`config.mk`:
```
export PLATFORM = sky130hd
export DESIGN_NAME = fir_decimator
export DESIGN_NICKNAME = d
export VERILOG_FILES = /design/src/rtl/fir_decimator.sv
export SDC_FILE = /design/constraint.sdc
export NUM_CORES = 1
export LEC_CHECK = 0
export ABC_AREA = 0
export ABC_CLOCK_PERIOD_IN_PS = 2600
export CAP_MARGIN = 40
export CORE_AREA = 10 10 121 123
export CTS_BUF_LIST = sky130_fd_sc_hd__clkbuf_8
export DETAILED_ROUTE_END_ITERATION = 8
export DIE_AREA = 0 0 131 133
export PLACE_DENSITY_LB_ADDON = 0.15
export SLEW_MARGIN = 20
export SYNTH_ARGS = -nofsm -noshare
export SYNTH_HDL_FRONTEND = slang
export SYNTH_SLANG_ARGS = --single-unit
```
`constraint.sdc`:
```
create_clock -name clk -period 2.6 [get_ports clk]
set_input_delay 0.52 -clock clk [delete_from_list [all_inputs] [get_ports clk]]
set_output_delay 0.52 -clock clk [all_outputs]
set_load 0.01 [all_outputs]
```
`src/rtl/fir_decimator.sv`:
```
// ---------------------------------------------------------------------------
// fir_decimator
//
// Keeps every DECIM-th sample of the FIR output stream and buffers the kept
// samples in a DEPTH-entry first-word-fall-through FIFO. The FIFO drains over
// a valid/ready handshake. The upstream filter cannot be stalled, so a kept
// sample that finds the FIFO full is dropped and flagged in a sticky bit.
//
// Ports
//   clk         sole clock, rising edge
//   rst         asynchronous active-low reset, clears all state
//   in_valid    single-cycle strobe qualifying in_sample
//   in_sample   filter output sample, two's complement
//   out_valid   FIFO head is valid
//   out_ready   consumer accepts the head this cycle
//   out_sample  FIFO head, held while out_valid && !out_ready
//   level       FIFO occupancy, 0..DEPTH
//   overflow    sticky: a kept sample was dropped because the FIFO was full
//   ovf_clr     synchronous clear of overflow (a same-cycle drop wins)
// ---------------------------------------------------------------------------
module fir_decimator #(
   parameter int DECIM  = 4,
   parameter int DEPTH  = 8,
   parameter int DATA_W = 16
) (
   input  logic                       clk,
   input  logic                       rst,
   input  logic                       in_valid,
   input  logic signed [DATA_W-1:0]   in_sample,
   output logic                       out_valid,
   input  logic                       out_ready,
   output logic signed [DATA_W-1:0]   out_sample,
   output logic [$clog2(DEPTH):0]     level,
   output logic                       overflow,
   input  logic                       ovf_clr
);

   localparam int AW = $clog2(DEPTH);
   localparam int LW = AW + 1;
   localparam int PW = (DECIM > 1) ? $clog2(DECIM) : 1;

   logic [PW-1:0]            phase;
   logic [AW-1:0]            wptr;
   logic [AW-1:0]            rptr;
   logic signed [DATA_W-1:0] mem [DEPTH];

   logic keep;
   logic pop;
   logic full;
   logic accept;
   logic drop;

   assign keep   = in_valid && (phase == '0);
   assign pop    = out_valid && out_ready;
   assign full   = (level == LW'(DEPTH));
   // A pop in the same cycle frees the slot the push needs, so full only
   // blocks the push when nothing leaves.
   assign accept = keep && (!full || pop);
   assign drop   = keep && full && !pop;

   assign out_valid  = (level != '0);
   assign out_sample = mem[rptr];

   // Phase advances on every valid sample, including dropped ones.
   always_ff @(posedge clk or negedge rst) begin
      if (!rst) begin
         phase <= '0;
      end else if (in_valid) begin
         if (phase == PW'(DECIM - 1))
            phase <= '0;
         else
            phase <= phase + 1'b1;
      end
   end

   // Storage is cleared too so the head reads zero after reset while empty.
   always_ff @(posedge clk or negedge rst) begin
      if (!rst) begin
         for (int i = 0; i < DEPTH; i++)
            mem[i] <= '0;
      end else if (accept) begin
         mem[wptr] <= in_sample;
      end
   end

   // Pointers wrap naturally because DEPTH is a power of two.
   always_ff @(posedge clk or negedge rst) begin
      if (!rst) begin
         wptr  <= '0;
         rptr  <= '0;
         level <= '0;
      end else begin
         if (accept)
            wptr <= wptr + 1'b1;
         if (pop)
            rptr <= rptr + 1'b1;
         if (accept && !pop)
            level <= level + 1'b1;
         else if (pop && !accept)
            level <= level - 1'b1;
      end
   end

   always_ff @(posedge clk or negedge rst) begin
      if (!rst)
         overflow <= 1'b0;
      else if (drop)
         overflow <= 1'b1;
      else if (ovf_clr)
         overflow <= 1'b0;
   end

endmodule
```
Yosys cells after proc, flatten, opt, wreduce, memory -nomap -nowiden:

Cells that the tools add are included.

* register bits: 141
* bits of input ports: 21
* output and inout port bits: 22
* word-level logic and storage cells: 52

* add/subtract/negate cells: 5
* $lt $le $gt $ge: 3
* eq/ne operators: 2
* muxes and demuxes: 11
* bitwise operators: 2
* reduce and logical (&&, ||, !) cells: 16

Operator list (count)
* bitwise mux 128 bit: 1
* binary-select mux 16 bit (select 3 bit): 1
* demux 16 bit (select 3 bit): 1
* 2-to-1 mux 16 bit: 3
* greater-or-equal comparator 4 bit, second input constant: 2
* logical AND 1 bit: 8
* 2-to-1 mux 4 bit: 2
* NOT 3 -> 4 bit: 2
* adder 3 x 1 -> 3 bit, second input constant: 2
* adder 4 x 1 -> 4 bit, second input constant: 1
* equality test 4 bit, second input constant: 1
* < comparator 4 x 1 -> 1 bit, second input constant: 1
* nonzero test 2 bit: 2
* nonzero test 4 bit: 1
* subtractor 4 x 1 -> 4 bit, second input constant: 1
* logical NOT 1 bit: 3
* adder 2 x 1 -> 2 bit, second input constant: 1
* equality test 2 bit, second input constant: 1
* logical NOT 2 bit: 1
* 2-to-1 mux 1 bit: 2
* 2-to-1 mux 2 bit: 1
* logical OR 1 bit: 1

Logic depth before layout (Yosys ltp):

Gate-level depths: netlist of run 1.

* depth in word-level cells: 8
* depth in mapped cells: 10
* gate-level depth less buffers: 10

Least setup slack after synthesis of run 1:

No wires, ideal clock.

* path type: flip-flop to flip-flop
* from: reg level[0]
* to: reg level[3]
* setup time: 131 ps
* arrival time: 2715 ps
* required time: 2469 ps
* setup slack: -246 ps
* cell stages (with the launch flop): 9
* path buffers: 0
* period minus slack after synthesis: 2846 ps
* cell sequence: dfrtp_1 or4_2 nand2_1 ha_1 inv_1 ha_1 or4_1 o211ai_1 o211ai_1

* word-level cells in the longest chain between the ends: 7
* elaborated cells between the ends (all ways): 15
* those cells by class: 2 x add/sub; 1 x eq/ne; 2 x mux; 10 x reduce/logical

Ends and longest elaborated chain
* start, declared: line 33 `output logic [$clog2(DEPTH):0] level,`
* start signal, assigned: line 98 `level <= level + 1'b1;`
* start signal, assigned: line 100 `level <= level - 1'b1;`
* nonzero test 4 bit *: line 61 `assign out_valid = (level != '0);`
* named net out_valid: line 30 `output logic out_valid,`
* logical AND 1 bit *: line 54 `assign pop = out_valid && out_ready;`
* logical OR 1 bit: line 58 `assign accept = keep && (!full || pop);`
* logical AND 1 bit: line 58
* logical NOT 1 bit: line 99 `else if (pop && !accept)`
* logical AND 1 bit: line 99
* nonzero test 2 bit (no line)

Mark *: on every way through the listed nets, which the timed path passes. The rest lies on a longest branch. The select of a mux whose other input is x is not followed.
A chain may end at the register's enable or synchronous reset.

Worst setup path after layout of run 1:

* from: reg rptr[0]
* to: out out_sample[9]

* word-level cells in the longest chain between the ends: 4

Ends and longest elaborated chain
* start, declared: line 44 `logic [AW-1:0] rptr;`
* start signal, assigned: line 96 `rptr <= rptr + 1'b1;`
* NOT 3 -> 4 bit (not written as such): line 62 `assign out_sample = mem[rptr];`
* binary-select mux 16 bit (select 3 bit): line 62
* 2-to-1 mux 16 bit (not written as such) (2 in a row): line 62
* end, declared: line 32 `output logic signed [DATA_W-1:0] out_sample,`

Every way passes these cells. The select of a mux whose other input is x is not followed.

==> results.md, run 1 <==
* Syn. warnings at 0
* Largest fanout on the critical path at 5
* Peak supply drop at about 0.61 mV
* Pins Over Slew Limit at 0
* WL final at 13.8 mm
* Tmin final at 2.64 ns
* Via count at 3,840
* Critical path's top delay family: multiplexers
* Reg-to-Reg Start: level[1]
* Failing checks: setup timing
* Rel. slew slack at 70.4%
* Layout cells sized above 1 at 56.1%
* Post-Syn Nets at 438
* Cell mode on critical path: buf_12
* Final nets at 520
* Post-synthesis sequential element count at 141
* Routed len/inst at 20.6 um
* Placed cell area at 7480 sq um
* WS Path Type: flop to output port
* Worst hold stages at 1
* FF-to-FF path depth at 9
* Register-to-Register Setup Slack at 0.16 ns
* Worst hold path type: flop to flop
* Die height at 133 um
* Least-Margin Pin Slew at 0.445 ns
* Dpl hpwl at 8.85 mm
* GR Overflow Total at 0
* Leak at between 0.003 and 0.004 uW
* Sequential fraction of the synthesis area at 53.1%
* Slowest-stage cell, CP: mux4_2
* Die area at 17,400 sq um
* Filler cell count at 925
* P&R area growth vs syn at 21.7%
* I/O pins at 43
* Synthesized cell area at 6650 sq um
* Number of CTS-inserted buffers at 17
* Post-synth EDFFs at 0
* Number of max-cap violations at 0
* Largest cells by area after synthesis: dfrtp_1 (53%), mux2_2 (23%), mux4_2 (11%)
* Final Hold Fails at 0
* Clock-pin slew on the worst setup and hold paths at 0.07 ns
* DIE WIDTH at 131 um
* Cell Rows at 41
* CTS Sinks at 141
* Initial antenna violation count at 0
* Vias in the first global route at 4,338
* Initial Util at 53.8%
* Startpoint Class: flop
* Avg Vias per Cell at 5.71
* CTS tree: done
* Most common cell after layout, fill and taps aside: dfrtp_1
* CP peak stage delay at 0.49 ns
* First-pass GRT wire length at 23.1 mm
* # diodes at 0
* Cell chain of the critical path: buf_12 > buf_12 > buf_16 > mux4_2 > mux2_2 > buf_6
* DRC errors left at 0
* Critical Path AT at 2.12 ns
* 1st-iter DRT viols at 211
* RSZ-0062 raised after global routing: true
* Area fraction of the dominant cell type after synthesis at 53.1%
* Most frequent cells in the layout: dfrtp_1 (138), mux2_2 (127), mux4_2 (32), buf_4 (30), clkdlybuf4s50_1 (25)
* Synth Area per Inst at 16.3 sq um
* Tcrit/Tclk final at 102%
* PD cells at 1270 nW/um^2
* CP Capture Type: output port
* FMAX at 378 MHz
* Main synth FF type: dfrtp_1
* Skew final at 0.0112 ns
* Hold path startpoint: mem[70]
* R2r endpoint: level[3]
* Core area at 12,400 sq um
* CTS max path bufs at 2
* H-tree depth at 4
* Status: complete, but fails checks
* Synth async-reset ratio at 100%
* Largest net degree at the start of global routing at 59
* Post-route ant nets at 0
* GPL Wtd Cong at 0.750
* Hold path endpoint: mem[70]
* Clk_lat worst skew at 0.45 ns
* Setup TNS at -0.242 ns
* Worst path required time at 2.08 ns
* Crit path buf inv count at 4
* Final setup vio count at 6
* Design Area, Final at 8090 sq um
* Drt first pass iters at 4
* Setup WS post-layout at -0.0440 ns
* Post-synth cell types at between 40 and 50
* Port Buf Inserts at between 40 and 50
* GRT Overall Usage at about 17%
* CTS root buffer: clkbuf_8
* Cells after Synth at between 400 and 500
* Cell taking the most area after synthesis: dfrtp_1
## sequential cells by signal (all words and copies together) (netlist names)
| name | cells |
|---|---|
| rptr | 3 |
| level | 4 |
| overflow | 1 |
| phase | 2 |
| wptr | 3 |
| mem | 128 |
## layout make-up
| type | instances | area, sq um | share of cell area (%) |
|---|---|---|---|
| Tap cell | 172 | 215 | 2.66 |
| Sequential cell | 141 | 3530 | 43.7 |
| Clock inverter | 9 | 97.6 | 1.21 |
| Clock buffer | 20 | 275 | 3.40 |
| Multi-Input combinational cell | 236 | 2960 | 36.6 |
| Timing Repair Buffer | 89 | 985 | 12.2 |
| Inverter | 6 | 22.5 | 0.278 |
## per-stage QoR
step,cells,setup WS [ns],power [uW],utilization (%),hold slack (ns)
3_5_place_dp,632,-0.0617,8240,60.5,0.474
6_report,673,-0.0440,10300,65.4,0.503
2_1_floorplan,409,0.0282,6610,-,0.224
3_3_place_gp,632,0.00716,8050,60.5,0.466
4_1_cts,674,-0.0749,10300,65.2,0.505
5_1_grt,673,-0.111,11000,65.4,0.513
## synth_stat cells (2+ instances only)
cell	instances
dfrtp_1	141
mux2_2	135
mux4_2	32
mux2_4	10
buf_2	9
clkbuf_1	8
ha_1	7
inv_1	6
buf_6	5
nand2_1	5
nand3_1	5
a21oi_1	4
xnor2_1	4
a211o_1	3
buf_4	3
o21ai_0	3
a211oi_4	2
mux2_1	2
o211ai_1	2
xor2_1	2
## metal layers
metal / up-vias / GRT usage [%] / part of all wire, %
met5: - / 0 / 0
met4: 0 / 6.92 / 1.7
met3: 21 / 4.19 / 3.7
met2: 65 / 27.6 / 50
met1: 2057 / 22.5 / 44
li1: 1697 / - / -
## how the worst max path moves through the flow
stage / startpoint / end / slack [ns] / cells after the start
final: rptr[0] / out_sample[9] / -0.04 / 6
after global routing: rptr[0] / out_sample[11] / -0.11 / 6
after CTS: rptr[0] / out_sample[9] / -0.07 / 6
after detailed placement: in_valid / level[3] / -0.06 / 10
after global placement: in_valid / level[3] / 0.007 / 9
after floorplan: level[1] / level[3] / 0.03 / 8
## power by group
group	switching [uW]	leakage (uW)	internal [uW]
Sequential	539	0.00177	3210
Clock	769	0.000195	899
Combinational	1800	0.00164	3100
## cells by family (layout without fill, tap and decap cells)
family | count (synthesis) | after routing | synth area share, %
DFF | 141 | 141 | 53.1
AOI/OAI and AO/OA | 19 | 19 | 2.71
xor gates and xnor gates | 6 | 6 | 0.791
muxes | 180 | 180 | 36.5
adders and majority gates | 8 | 8 | 1.62
buffers and inverters | 32 | 124 | 2.96
and+or+nand+nor | 23 | 23 | 2.37
## timing repair
action                                  4_1_cts  5_1_grt
resized for setup                            81       11
endpoints found under the setup margin       16       17
setup buffers                                 9        0
hold buffers                                  1        0
hold endpoints to repair                     44        0
cloned                                        3        0
Note: power is estimated with default switching activity, not from simulation.
==> run 2, diff against run 1 <==
REMOVE_ABC_BUFFERS = 1   (was not set)
==> run 2 against run 1 <==
Core utilization down 0.29 points. Combinational power about the same. Maximum frequency increased by 1.5%. The run still ends with setup timing left. Via count shrank 1.2%. Clock skew grew 0.0014 ns. Sequential cell count stayed put. Cell count shrank 0.45%. Highest routed layer unchanged. Global-route usage is 0.18 points higher.
==> results.md, run 2 (synthesis gave the netlist of run 1 again) <==
* P&R area growth vs syn at 21.2% (was 21.7%)
* Initial Util at 53.8% (unchanged)
* Final Hold Fails at 0 (unchanged)
* Hold slack at 0.104 ns (was 0.503 ns)
* Reg-to-Reg Start: phase[0] (was level[1])
* Core area at 12,400 sq um (unchanged)
* Via count at 3,793 (was 3,840)
* Drt first pass iters at 4 (unchanged)
* Largest net degree at the start of global routing at 76 (was 59)
* Initial antenna violation count at 0 (unchanged)
* WS Path Type: flop to output port (unchanged)
* Status: complete, but fails checks (unchanged)
* Register-to-Register Setup Slack at 0.20 ns (was 0.16 ns)
* Placed cell count at 631 (was 632)
* Avg Vias per Cell at 5.66 (was 5.71)
* GPL Wtd Cong at 0.725 (was 0.750)
* CTS tree: done (unchanged)
* Clock-pin slew on the worst setup and hold paths at 0.07 ns (about the same)
* Failing checks: setup timing (unchanged)
* I/O pins at 43 (unchanged)
* Number of max-cap violations at 0 (unchanged)
* # diodes at 0 (unchanged)
* DRC errors left at 0 (unchanged)
* R2r endpoint: level[3] (unchanged)
* Most frequent cells in the layout: dfrtp_1 (140), mux2_2 (120), mux4_2 (32), mux2_4 (25) (was dfrtp_1 (138), mux2_2 (127), mux4_2 (32), buf_4 (30), clkdlybuf4s50_1 (25))
* Placed cell area at 7500 sq um (was 7480 sq um)
* Layout Cells excl Fill at 670 (was 673)
* Setup WS post-layout at -0.00515 ns (was -0.0440 ns)
* Startpoint Class: flop (unchanged)
* Largest fanout on the critical path at 6 (was 5)
* DIE WIDTH at 131 um (unchanged)
* Number of CTS-inserted buffers at 17 (unchanged)
* 1st-iter DRT viols at 199 (was 211)
* Max reg flops at 128 (unchanged)
* Leak at 0.00359 uW (was 0.00361 uW)
* WL final at 14.1 mm (was 13.8 mm)
* Cell Rows at 41 (unchanged)
* FF-to-FF path depth at 11 (was 9)
* Tcrit/Tclk final at 100% (was 102%)
* First-pass GRT wire length at 23.3 mm (was 23.1 mm)
* RSZ-0062 raised after global routing: true (unchanged)
* FMAX at 384 MHz (was 378 MHz)
* Tmin final at 2.61 ns (was 2.64 ns)
* Worst hold path type: input pin to async pin (was flop to flop)
* Pins Over Slew Limit at 0 (unchanged)
* Most common cell after layout, fill and taps aside: dfrtp_1 (unchanged)
* Critical Path AT at 2.09 ns (was 2.12 ns)
* CTS Sinks at 141 (unchanged)
* Largest regs: mem: 128 flops, level: 4 flops (unchanged)
* GR Overflow Total at 0 (unchanged)
* Die area at 17,400 sq um (unchanged)
* Port Buf Inserts at 42 (unchanged)
* Peak supply drop at 0.734 mV (was 0.606 mV)
* Layout cells sized above 1 at 55.2% (was 56.1%)
* CTS root buffer: clkbuf_8 (unchanged)
* Skew final at 0.0126 ns (was 0.0112 ns)
* Design Area, Final at 8050 sq um (was 8090 sq um)
* GRT Overall Usage at 17.6% (was 17.4%)
* PD cells at 1280 nW/um^2 (was 1270 nW/um^2)
* Post-CTS Hold Buffers at 0 (was 1)
* Final nets at 514 (was 520)
* Post-route ant nets at 0 (unchanged)
* Worst path required time at 2.08 ns (about the same)
* CP Capture Type: output port (unchanged)
* Rel. slew slack at 52.2% (was 70.4%)
* CTS max path bufs at 2 (unchanged)
* Top reg by flops: mem (unchanged)
* Least-Margin Pin Slew at 0.717 ns (was 0.445 ns)
* Vias in the first global route at 4,375 (was 4,338)
* Dpl hpwl at 8.75 mm (was 8.85 mm)
* Clk_lat worst skew at 0.44 ns (was 0.45 ns)
* Final setup vio count at 2 (was 6)
* H-tree depth at 4 (unchanged)
* Routed len/inst at 21.0 um (was 20.6 um)
* Die height at 133 um (unchanged)
[run 2: changes by cell type in the layout (fill, tap and decap cells not counted), moves of 3 or more]
cell        before  now
mux2_2         127  120
mux2_4          18   25
buf_4           30   24
clkinvlp_4       2    5
[run 2: metal layers]
layer  wire, um  global-route usage, %  vias to the layer above
met5          0                      0                        -
met4        145                   4.82                        0
met3        546                   4.95                       15
met2       7370                   29.5                       56
met1       6010                   21.7                     2040
li1           -                      -                     1682
[run 2: per-stage QoR]
| stage | util (%) | setup TNS, ns | worst slack (ns) | total power (uW) |
|---|---|---|---|---|
| floorplan | - | -4.67 | -0.276 | 6510 |
| global placement | 60.7 | 0 | 0.0479 | 8080 |
| detailed placement | 60.7 | -0.0243 | -0.0243 | 8290 |
| CTS | 64.8 | -0.639 | -0.0725 | 10300 |
| global route | 65.1 | -0.698 | -0.0851 | 11000 |
| finish | 65.1 | -0.00641 | -0.00515 | 10300 |
[run 2: worst max path at each step]
stage                         from  depth (start not counted)            end  slack [ns]
final                      rptr[0]                          6  out_sample[9]      -0.005
after global routing       rptr[0]                          6  out_sample[9]       -0.09
after global placement    in_valid                          9       level[3]        0.05
after floorplan            rptr[0]                          2  out_sample[0]       -0.28
after detailed placement  in_valid                         10       level[3]       -0.02
after CTS                  rptr[0]                          6  out_sample[1]       -0.07
[run 2: power breakdown]
part / total [uW] / switching [uW] / leakage [uW] / internal, uW
Combinational: 4870 / 1820 / 0.00163 / 3060
Clock: 1720 / 828 / 0.000192 / 887
Sequential: 3740 / 541 / 0.00178 / 3200
[run 2: cell type report]
| cell class | count | area (sq um) |
|---|---|---|
| timing repair buffer | 83 | 916 |
| fill | 910 | 4310 |
| tap | 172 | 215 |
| inverter | 6 | 22.5 |
| multi-input combinational | 236 | 2980 |
| sequential | 141 | 3530 |
| clock buffer | 19 | 262 |
| clock inverter | 13 | 125 |
[run 2: timing repair]
item,CTS,global route
hold endpoints to repair,0,0
endpoints found under the setup margin,17,17
resized for setup,88,17
cloned,2,0
pin swaps,0,0
setup buffers,6,2
[run 2: critical path, cell delays in order (launching register included)]
cell and delay, ns:
dfrtp_2 0.43, buf_6 0.14, buf_12 0.12, buf_16 0.14, mux4_2 0.42, mux2_4 0.28, buf_6 0.12
==> run 3, diff against run 2 <==
CTS_BUF_LIST = sky130_fd_sc_hd__clkbuf_2   (was sky130_fd_sc_hd__clkbuf_8)
SLEW_MARGIN = 40   (was 20)
==> run 3 against run 2 <==
The flow still finishes with violations (setup timing). Critical endpoint is now out_sample[4]. Via count shrank 0.16%. Non-clock buffer count shrank 3. Global-route usage is essentially flat.
==> results.md, run 3 (synthesis gave the netlist of run 1 again) <==
* Final setup vio count at 16 (was 2)
* Startpoint Class: flop (unchanged)
* Failing checks: setup timing (unchanged)
* Slowest-stage cell, CP: mux4_2 (was dfrtp_2)
* Largest fanout on the critical path at 6 (unchanged)
* Critical Path AT at 2.33 ns (was 2.09 ns)
* Vias in the first global route at 4,355 (was 4,375)
* 1st-iter DRT viols at 183 (was 199)
* Die height at 133 um (unchanged)
* # diodes at 0 (unchanged)
* Final Hold Fails at 0 (unchanged)
* Clk_lat worst skew at 0.74 ns (was 0.44 ns)
* Cell chain of the critical path: buf_6 > mux4_2 > mux2_4 > buf_6 (was buf_6 > buf_12 > buf_16 > mux4_2 > mux2_4 > buf_6)
* Filler cell count at 945 (was 910)
* Tmin final at 2.85 ns (was 2.61 ns)
* Final nets at 511 (was 514)
* Cell mode on critical path: buf_6 (unchanged)
* H-tree depth at 4 (unchanged)
* Number of max-cap violations at 0 (unchanged)
* Final design utilization at 63.3% (was 65.1%)
* CP Capture Type: output port (unchanged)
* Core area at 12,400 sq um (unchanged)
* WS Path Type: flop to output port (unchanged)
* Clock-pin slew on the worst setup and hold paths at 0.19 ns (was 0.07 ns)
* Multi-input logic area at 2980 sq um (about the same)
* Least-Margin Pin Slew at 0.712 ns (was 0.717 ns)
* FMAX at 351 MHz (was 384 MHz)
* Avg Vias per Cell at 5.68 (was 5.66)
* GRT Overall Usage at 17.6% (about the same)
* First-pass GRT wire length at 23.2 mm (was 23.3 mm)
* Number of CTS-inserted buffers at 17 (unchanged)
* Routed len/inst at 20.9 um (was 21.0 um)
* CTS max path bufs at 2 (unchanged)
* Layout cells sized above 1 at 54.9% (was 55.2%)
* Cell Rows at 41 (unchanged)
* Largest regs: mem: 128 flops, level: 4 flops (unchanged)
* Status: complete, but fails checks (unchanged)
* Initial Util at 53.8% (unchanged)
* CP peak stage delay at 0.51 ns (was 0.43 ns)
* Rel. slew slack at 52.5% (was 52.2%)
* Die area at 17,400 sq um (unchanged)
* Worst hold path type: input pin to flop (was input pin to async pin)
* Design Area, Final at 7820 sq um (was 8050 sq um)
* RSZ-0062 raised after global routing: true (unchanged)
* Leak at 0.00349 uW (was 0.00359 uW)
* Most common cell after layout, fill and taps aside: dfrtp_1 (unchanged)
* DIE WIDTH at 131 um (unchanged)
* PD cells at 1240 nW/um^2 (was 1280 nW/um^2)
* CTS root buffer: clkbuf_2 (was clkbuf_8)
* DRC errors left at 0 (unchanged)
* GR Overflow Total at 0 (unchanged)
* Peak supply drop at 0.641 mV (was 0.734 mV)
* Largest net degree at the start of global routing at 76 (unchanged)
* I/O pins at 43 (unchanged)
* CTS Sinks at 141 (unchanged)
* P&R area growth vs syn at 17.7% (was 21.2%)
* GPL Wtd Cong at 0.725 (unchanged)
* Port Buf Inserts at 42 (unchanged)
* Tcrit/Tclk final at 110% (was 100%)
* Setup WS post-layout at -0.252 ns (was -0.00515 ns)
* Pins Over Slew Limit at 0 (unchanged)
* Initial antenna violation count at 0 (unchanged)
* CTS tree: done (unchanged)
* Top reg by flops: mem (unchanged)
* Placed cell area at 7500 sq um (unchanged)
* Register Area at 3530 sq um (unchanged)
* Skew final at 0.0352 ns (was 0.0126 ns)
* Drt first pass iters at 4 (unchanged)
* Via count at 3,787 (was 3,793)
* WL final at 13.9 mm (was 14.1 mm)
* Max reg flops at 128 (unchanged)
* Worst path required time at 2.08 ns (about the same)
* Dpl hpwl at 8.75 mm (unchanged)
* Most frequent cells in the layout: dfrtp_1 (140), mux2_2 (121), mux4_2 (32), mux2_4 (24), clkdlybuf4s50_1 (24) (was dfrtp_1 (140), mux2_2 (120), mux4_2 (32), mux2_4 (25))
* Post-route ant nets at 0 (unchanged)
[run 3: cell count changes in the layout (fill, tap and decap cells not counted)]
cell	previous run	this run
buf_2	4	3
buf_8	2	1
dlygate4sd3_1	0	1
mux2_4	25	24
mux2_2	120	121
buf_16	1	0
clkbuf_2	0	19
buf_4	24	23
buf_12	12	10
inv_1	8	6
buf_6	15	18
clkbuf_8	19	0
clkinv_1	0	2
dlygate4sd2_1	1	0
[run 3: power breakdown]
group / switching [uW] / internal [uW]
logic: 1770 / 2960
registers: 551 / 3180
clock network: 791 / 432
total: 3110 / 6580
[run 3: what timing repair did]
item	in CTS	in global routing
hold endpoints to repair	73	0
setup endpoints to repair	17	18
cloned	2	0
hold buffers	1	0
gates resized for setup	104	6
buffers inserted	5	1
[run 3: final timing paths]
path,from,end,cells after the start,slack (ns)
worst max-delay path,rptr[0],out_sample[4],4,-0.25
worst min-delay path,ovf_clr,overflow,2,0.33
worst max register to register,phase[0],level[3],11,0.15
worst min register to register,mem[73],mem[73],1,0.53
max in group asynchronous,rst,mem[67],3,1.57
min in group asynchronous,rst,mem[80],2,0.36
[run 3: through the flow]
stage / power, uW / hold WS, ns / TNS, ns / worst slack [ns] / instances
global placement: 8080 / 0.469 / 0 / 0.0479 / 631
floorplan: 6510 / 0.224 / -4.67 / -0.276 / 383
detailed placement: 8290 / 0.479 / -0.0243 / -0.0243 / 631
global route: 10400 / 0.253 / -6.30 / -0.408 / 667
CTS: 9960 / 0.287 / -5.19 / -0.339 / 671
finish: 9690 / 0.332 / -3.78 / -0.252 / 667
[run 3: critical path, delay by kind of cell, from the launching register on]
kind	cells	cell delay, ns
multiplexers	2	0.81
flip-flops	1	0.50
buffers and inverters	2	0.30
[run 3: layout make-up]
class                   count  share of cell area (%)
inverters                   6                   0.288
flip-flops and latches    141                    45.1
clock buffers              19                    1.22
multi-input cells         236                    38.1
well taps                 172                    2.75
clock inverters            13                    1.60
repair buffers             80                    10.9
[run 3: layer usage]
| metal | vias to the layer above | part of all wire [%] | track usage, % |
|---|---|---|---|
| met1 | 2014 | 41 | 21.5 |
| met3 | 18 | 5.3 | 4.99 |
| met5 | - | 0 | 0 |
| met2 | 81 | 52 | 29.2 |
| li1 | 1674 | - | - |
| met4 | 0 | 1.4 | 5.38 |
